## config.mk

```make
export PLATFORM = sky130hd
export DESIGN_NAME = vigenere_decryption
export DESIGN_NICKNAME = d
export VERILOG_FILES = /design/src/rtl/vigenere_decryption.sv
export SDC_FILE = /design/constraint.sdc
export NUM_CORES = 1
export LEC_CHECK = 0
export ABC_AREA = 1
export ABC_CLOCK_PERIOD_IN_PS = 5520
export CAP_MARGIN = 20
export CORE_UTILIZATION = 35
export CTS_CLUSTER_DIAMETER = 30
export DETAILED_ROUTE_END_ITERATION = 8
export GPL_TIMING_DRIVEN = 0
export PLACE_DENSITY = 0.51
export RECOVER_POWER = 100
export SYNTH_ARGS = -nofsm -noshare
export SYNTH_HDL_FRONTEND = slang
export SYNTH_SLANG_ARGS = --single-unit
```

## constraint.sdc

```tcl
create_clock -name clk -period 5.52 [get_ports clk]
set_clock_uncertainty 0.15 [all_clocks]
set_input_delay 0.828 -clock clk [delete_from_list [all_inputs] [get_ports clk]]
set_output_delay 0.828 -clock clk [all_outputs]
set_load 0.05 [all_outputs]
```

## src/rtl/vigenere_decryption.sv

```systemverilog
// Streaming Vigenere decrypter: one character in per cycle, decrypted character out one cycle later.
// Raw mode subtracts the key byte; alphabet mode rotates letters and passes other characters through.
module vigenere_decryption #(
    parameter int                   D_WIDTH    = 8,
    parameter int                   KEY_CHARS  = 4,
    parameter logic [D_WIDTH-1:0]   ALPHA_BASE = 8'h41,
    parameter int                   ALPHA_SIZE = 26,
    parameter logic [D_WIDTH-1:0]   TERM_CHAR  = 8'hFA
) (
    input  logic                              clk,
    input  logic                              rst,
    input  logic [D_WIDTH-1:0]                data_i,
    input  logic                              valid_i,
    input  logic [KEY_CHARS*D_WIDTH-1:0]      key,
    input  logic [$clog2(KEY_CHARS):0]        key_len,
    input  logic                              mode,
    output logic                              busy,
    output logic [D_WIDTH-1:0]                data_o,
    output logic                              valid_o
);

    localparam int IDX_W = (KEY_CHARS > 1) ? $clog2(KEY_CHARS) : 1;
    localparam int LEN_W = $clog2(KEY_CHARS) + 1;
    localparam int KEY_W = KEY_CHARS * D_WIDTH;

    // Alphabet arithmetic is done one bit wider so base + size never overflows.
    localparam logic [D_WIDTH:0] BASE_X = {1'b0, ALPHA_BASE};
    localparam logic [D_WIDTH:0] SIZE_X = (D_WIDTH+1)'(ALPHA_SIZE);
    localparam logic [D_WIDTH:0] ONE_X  = (D_WIDTH+1)'(1);
    localparam logic [D_WIDTH:0] LAST_X = BASE_X + SIZE_X - ONE_X;
    localparam logic [LEN_W-1:0] MAXLEN = LEN_W'(KEY_CHARS);

    typedef enum logic [1:0] {
        IDLE,
        DECRYPT,
        FLUSH
    } state_t;

    state_t               state_q;
    logic [IDX_W-1:0]     idx_q;
    logic [KEY_W-1:0]     keyCap_q;
    logic [LEN_W-1:0]     lenCap_q;
    logic                 modeCap_q;
    logic [D_WIDTH-1:0]   dataOut_q;
    logic                 validOut_q;
    logic                 busy_q;

    logic [KEY_W-1:0]     selKey;
    logic [LEN_W-1:0]     selLen;
    logic                 selMode;
    logic [IDX_W-1:0]     selIdx;
    logic [LEN_W-1:0]     effLen;
    logic [D_WIDTH-1:0]   keyChar;
    logic [D_WIDTH:0]     keyX;
    logic [D_WIDTH:0]     dataX;
    logic                 keyInAlpha;
    logic                 dataInAlpha;
    logic [D_WIDTH:0]     shiftX;
    logic [D_WIDTH:0]     offX;
    logic [D_WIDTH:0]     rotX;
    logic [D_WIDTH:0]     sumX;
    logic                 advance;
    logic                 wrapIdx;
    logic                 isTerm;
    logic [D_WIDTH-1:0]   decData_d;
    logic [IDX_W-1:0]     idx_d;

    // In IDLE the first character is decrypted with the live key ports, since capture happens on that same edge.
    always_comb begin
        selKey  = keyCap_q;
        selLen  = lenCap_q;
        selMode = modeCap_q;
        selIdx  = idx_q;
        if (state_q == IDLE) begin
            selKey  = key;
            selLen  = key_len;
            selMode = mode;
            selIdx  = '0;
        end

        effLen = selLen;
        if (selLen == '0) begin
            effLen = LEN_W'(1);
        end else if (selLen > MAXLEN) begin
            effLen = MAXLEN;
        end

        keyChar     = selKey[int'(selIdx)*D_WIDTH +: D_WIDTH];
        keyX        = {1'b0, keyChar};
        dataX       = {1'b0, data_i};
        keyInAlpha  = (keyX >= BASE_X) && (keyX <= LAST_X);
        dataInAlpha = (dataX >= BASE_X) && (dataX <= LAST_X);
        shiftX      = keyInAlpha ? (keyX - BASE_X) : '0;
        offX        = dataX - BASE_X;
        rotX        = (offX >= shiftX) ? (offX - shiftX) : (offX + SIZE_X - shiftX);
        sumX        = BASE_X + rotX;

        if (selMode) begin
            decData_d = dataInAlpha ? sumX[D_WIDTH-1:0] : data_i;
            advance   = dataInAlpha;
        end else begin
            decData_d = data_i - keyChar;
            advance   = 1'b1;
        end

        wrapIdx = (LEN_W'(selIdx) == (effLen - LEN_W'(1)));
        idx_d   = selIdx;
        if (advance) begin
            idx_d = wrapIdx ? '0 : (selIdx + IDX_W'(1));
        end

        isTerm = (data_i == TERM_CHAR);
    end

    always_ff @(posedge clk) begin
        if (rst) begin
            state_q    <= IDLE;
            idx_q      <= '0;
            keyCap_q   <= '0;
            lenCap_q   <= '0;
            modeCap_q  <= 1'b0;
            dataOut_q  <= '0;
            validOut_q <= 1'b0;
            busy_q     <= 1'b0;
        end else begin
            case (state_q)
                IDLE, DECRYPT: begin
                    busy_q <= 1'b0;
                    if (valid_i && isTerm) begin
                        dataOut_q  <= TERM_CHAR;
                        validOut_q <= 1'b1;
                        idx_q      <= '0;
                        busy_q     <= 1'b1;
                        state_q    <= FLUSH;
                    end else if (valid_i) begin
                        dataOut_q  <= decData_d;
                        validOut_q <= 1'b1;
                        idx_q      <= idx_d;
                        state_q    <= DECRYPT;
                        if (state_q == IDLE) begin
                            keyCap_q  <= key;
                            lenCap_q  <= key_len;
                            modeCap_q <= mode;
                        end
                    end else begin
                        dataOut_q  <= '0;
                        validOut_q <= 1'b0;
                    end
                end
                FLUSH: begin
                    dataOut_q  <= '0;
                    validOut_q <= 1'b0;
                    busy_q     <= 1'b0;
                    state_q    <= IDLE;
                end
                default: begin
                    dataOut_q  <= '0;
                    validOut_q <= 1'b0;
                    busy_q     <= 1'b0;
                    state_q    <= IDLE;
                end
            endcase
        end
    end

    assign data_o  = dataOut_q;
    assign valid_o = validOut_q;
    assign busy    = busy_q;

endmodule

```

# Word-level counts from Yosys, hierarchy flattened
# Cells that the tools add are included.
# word_totals
elab_cells	66
regBits	50
output_inout_bits	10
in_bits	47
# classes
n_eq_ne	3
muxes	22
n_shift	1
n_reduce_logical	12
n_lt_le_gt_ge	6
n_addsub	9
bitwise	3
# ops
cell	n
$mux 8	5
$mux 32	1
$shiftx 32x6->8	1
$sub 8x8->8	3
$sub 8x7->9 const B	2
$ge 8x7->1 const B	2
$le 8x7->1 const B	2
$mux 2	7
$ge 9x9->1	1
$mux 3	3
$mux 9	1
$add 7x8->8 const A	1
$add 8x5->8 const B	1
$eq 8x8->1 const B	1
$mux 1	5
$reduce_or 2->1	2
$reduce_or 4->1	1
$eq 2x3->1	1
$gt 3x3->1 const B	1
$logic_and 1x1->1	3
$logic_not 3->1	1
$not 1->1	3
$reduce_and 3->1	1
$reduce_or 3->1	1
other kinds (6)	6

# Logic depth before layout (Yosys ltp)
# depth
word_depth	13
depth_mapped	37
mapped_depth_nobuf	35

# Worst setup path after synthesis
# Ideal clock, no wire load.
# synth_path
path_type	input to register
start	input key[16]
end	register dataOut_q[6] (netlist: data_o[6])
path_buffers	1
cell_stages	32
slack_ps	1290
setup_time_ps	116
t_required_ps	5254
arrival_ps	3963
path_cell_list	or2_2 o21ai_1 nand2_1 o21ai_0 a22oi_2 inv_1 ha_1 nand3_1 nand2_2 nand2_4 inv_4 nand2_1 ha_1 buf_6 nand2_2 nand2_1 nand2_1 nand3_2 nand2_1 nand2_2 nand2_1 and2_1 ha_1 inv_1 nor2_1 nand2_1 nor2_1 nand2_1 nand3_1 nand2_1 nand3_1 nand2_1
# synth_via
elab_chain_len	12
elab_cells_between_ends	17
cone_classes	add/sub: 5; order compare: 3; shift: 1; mux: 7; reduce/logical: 1
# synth_lines
item	line	text
from (decl)	14	input logic [KEY_CHARS*D_WIDTH-1:0] key,
$mux 32 *	n/a	
$shiftx 32x6->8 *	88	keyChar = selKey[int'(selIdx)*D_WIDTH +: D_WIDTH];
$ge 8x7->1 or $le 8x7->1 (tied branches)	91	keyInAlpha = (keyX >= BASE_X) && (keyX <= LAST_X);
$logic_and 1x1->1	91	
$mux 9	93	shiftX = keyInAlpha ? (keyX - BASE_X) : '0;
$sub 8x8->8 or $ge 9x9->1 (tied branches)	95	rotX = (offX >= shiftX) ? (offX - shiftX) : (offX + SIZE_X - shiftX);
$mux 8	95	
$add 7x8->8	96	sumX = BASE_X + rotX;
$mux 8	99	decData_d = dataInAlpha ? sumX[D_WIDTH-1:0] : data_i;
$mux 8 *	98	if (selMode) begin
$mux 8 *	135	end else if (valid_i) begin
$mux 8 *	129	if (valid_i && isTerm) begin
to (signal assigned)	136	dataOut_q <= decData_d;
to (decl)	44	logic [D_WIDTH-1:0] dataOut_q;
# Every way passes the cells marked *; elsewhere a longest branch is shown, timed or not.
# A chain may end at the register's enable or synchronous reset.

# Final worst setup path
# Ends and elaborated chain as after synthesis.

==> impl_metrics.csv <==
group,metric,value,unit
floorplan,start_util,0.3666,
route,viasPerCell,4.959,
logic_synthesis,synth_flop_cell,"dfxtp_1",
sta,worst_pin_slew,0.6323,ns
sta,drv_slew,0,
min_path,hp-class,"reg -> reg",
worst_setup_path,r2r-end,"data_o[6]",
grt,grt_pass1_vias,4134,
finish,syn2layout_area_growth,20.28,%
logic_synthesis,ys_top_cells_by_area,"dfxtp_1, nand2_1, ha_1, inv_1, nor2_1",
power,power,1.335,mW
clocking,cts-htree-levels,2,
finish,fillers,1261,
floorplan,boundaryPins,57,
floorplan,placementRows,39,
clocking,clock-sinks,50,
min_path,hold_depth,2,
sta,finalHoldViolCount,0,
clocking,clockBufferDepth,2,
route,finalWirelength,12120,um
grt,grt_usage,0.2002,
min_path,hp-start,"keyCap_q[30]",
floorplan,coreArea,11610,um^2
sta,period_share,0.9131,
power,p_per_area,260.7,nW/um^2
floorplan,die_x,112.3,um
sta,tns,0,ns
finish,final-instance-count-excl-fill,869,
clocking,cts_buffers,5,
route,drt-pass1-iter-count,7,
route,post_drt_wl_per_cell,13.95,um
place,place_inst,861,
finish,final_util,0.4410,
place,dp_hpwl,9808,um
power,p_sw_frac,0.4065,
worst_setup_path,critPathBufInv,5,
floorplan,die_y,112.3,um
worst_setup_path,crit_family,"simple AND/OR/NAND/NOR gates",
worst_setup_path,path_class,"in -> reg",
worst_setup_path,r2r_start,"state_q[0]",
finish,postLayoutCellArea,5121,um^2
place,dpl_cell_area,4987,um^2
logic_synthesis,yosysTopAreaCellShare,0.2351,
worst_setup_path,ff2ff_path_depth,34,
clocking,clkLatencyLatePin,0.29,ns
sta,rsz0062_at_grt,"false",
power,p_int,792.5,uW
logic_synthesis,synthCells,663,
worst_setup_path,critical_path.max_fanout,7,
sta,relSlewSlack,0.5785,
logic_synthesis,ys_ff_latch,50,
run_status,violations,"design-rule violations",
logic_synthesis,syn-num-nets,748,
job,maxCapViolCount,0,
finish,finalNetCount,810,
grt,overflow,0,
power,p_leak,2.446,nW
run_status,status,"complete, but fails checks",
clocking,cts_root_buf,"clkbuf_16",
grt,antenna_found_initial,0,
logic_synthesis,ys_async_sr_fraction,0,
min_path,hold_end,"keyCap_q[30]",
sta,min_period,5.040,ns
worst_setup_path,end_kind,"flop",
worst_setup_path,crit_path_start_kind,"input pin",
floorplan,dieArea,12610,um^2
power,power_switching,542.8,uW
sta,clock.fmax,198.4,MHz
grt,grt_pass1_wl,20160,um
clocking,postCtsHoldBufs,0,
grt,grt_max_degree,16,
logic_synthesis,synth.distinct_cells,41,
sta,setup_viol,0,
power,comb_power_share,0.466,
finish,antenna_cells,0,
worst_setup_path,r2r_setup_slack,0.64,ns
finish,drive_gt1_frac,0.05647,
worst_setup_path,crit_arrival,5.08,ns
logic_synthesis,yosys.area.top_type,"dfxtp_1",
worst_setup_path,slowest_stage,"clkdlybuf4s50_1",
logic_synthesis,synth_seq_area_share,0.2351,
logic_synthesis,mappedNetlistArea,4258,um^2
worst_setup_path,worst_path_most_repeated_cell,"nand2_1",
route,drt-initial-drc-count,183,
logic_synthesis,syn_avg_cell_area,6.422,um^2
clocking,path_clk_slew,0.07,ns
clocking,cts_resized,0,
worst_setup_path,cp.required,5.56,ns
power,peakVddDrop,105.2,uV
logic_synthesis,synth_edf_count,0,
power,p_seq_frac,0.300,
place,gp_congestion,0.8345,
place,port_buffers,55,
clocking,cts_tree,"built",
route,ant_nets,0,
logic_synthesis,yosysWarningCount,0,
clocking,postCtsSetupBuffers,0,
worst_setup_path,max_stage_delay,0.39,ns
route,vias,4309,
power,p_clk_frac,0.234,
route,drcViolationCount,4,
-- placed cells by master (no fill, tap or decap), drive strengths merged --
| cell type | n |
|---|---|
| nand2 | 172 |
| inv | 103 |
| nor2 | 74 |
| dfxtp | 50 |
| clkdlybuf4s50 | 44 |
| o21ai | 43 |
| nand3 | 37 |
| a21oi | 35 |
| ha | 34 |
| a211oi | 29 |
| clkbuf | 16 |
| xor2 | 14 |
| dlygate4sd3 | 11 |
| buf | 10 |
| o211ai | 7 |
| or2 | 6 |
| nand4 | 5 |
| xnor2 | 5 |
| nand3b | 5 |
| a22oi | 4 |
| fa | 4 |
| nor3 | 4 |
| and2 | 3 |
| clkinv | 3 |
| o21a | 2 |
| mux2i | 1 |
| nor4 | 1 |
| o31ai | 1 |
| o41ai | 1 |
| o21bai | 1 |
| a21boi | 1 |
-- area by class of cell --
type | instances | area, um^2 | area share
clock inverter | 2 | 13.76 | 0.002688
clock buffer | 6 | 128.9 | 0.02517
multi-input combinational | 489 | 2743 | 0.5355
sequential | 50 | 1001 | 0.1955
timing repair buffer | 55 | 550.5 | 0.1075
inverter | 104 | 392.9 | 0.07672
tap | 143 | 178.9 | 0.03494
buffer | 20 | 112.6 | 0.02199
-- per-layer routing --
layer | global-route usage | routed length [um] | share of wire | up-vias
li1 | - | - | - | 2252
met1 | 0.2587 | 5793 | 0.48 | 1955
met2 | 0.3557 | 5702 | 0.47 | 88
met3 | 0.02484 | 450 | 0.037 | 14
met4 | 0.04444 | 175 | 0.014 | 0
met5 | 0 | 0 | 0 | -
-- synthesized netlist by cell type, types with 8 or more instances --
master and number:
nand2_1 166, inv_1 100, nor2_1 72, dfxtp_1 50, a21oi_1 35, nand3_1 35
ha_1 34, o21ai_0 30, a211oi_1 29, xor2_1 14, o21ai_1 10, clkbuf_1 8
-- per-stage QoR --
stage,worst slack (ns),hold WS [ns]
finish,0.4797,0.3109
global route,0.07034,0.3335
global placement,0.3442,0.2972
CTS,0.5474,0.3142
floorplan,1.290,0.2744
detailed placement,0.2510,0.3027
-- registers in the layout, summed over array words and instances (netlist names) --
signal     flops
valid_o        1
idx_q          2
busy           1
keyCap_q      32
lenCap_q       3
data_o         8
state_q        2
modeCap_q      1
-- worst reg2reg max path: cells and delay by family, from the launching register on --
family                     cells  cell delay (ns)
DFF                            1             0.33
adders and majority gates      3             0.71
buffers and inverters          6             0.67
AOI/OAI and AO/OA              3             0.37
and+or+nand+nor               22             2.55
-- cell families (layout without fill, tap and decap cells) --
| family | Yosys count | count (layout) | share of synthesized area |
|---|---|---|---|
| fa+ha+maj | 38 | 38 | 0.1187 |
| flops | 50 | 50 | 0.2351 |
| simple gates | 307 | 307 | 0.3053 |
| buf+inv | 124 | 187 | 0.1190 |
| mux | 1 | 1 | 0.002351 |
| xor+xnor | 19 | 19 | 0.03908 |
| compound gates | 124 | 124 | 0.1804 |
-- power by group through the flow --
stage / logic [mW] / clock network, mW / registers [mW]
5_1_grt: 0.708 / 0.332 / 0.403
6_report: 0.622 / 0.313 / 0.400
3_5_place_dp: 0.626 / 0 / 0.409
4_1_cts: 0.629 / 0.319 / 0.401
3_3_place_gp: 0.621 / 0 / 0.408
2_1_floorplan: 0.433 / 0 / 0.425
-- worst max-delay path by stage --
stage                  from         to  slack (ns)  cells past startpoint
floorplan           key[16]  data_o[6]        1.29                     32
global placement    key[16]  data_o[6]        0.34                     30
detailed placement  key[16]  data_o[6]        0.25                     32
CTS                 key[16]  data_o[6]        0.55                     32
global route        key[20]  data_o[7]        0.07                     36
finish              key[16]  data_o[6]        0.48                     32
Power figures use the tool's default switching activity.
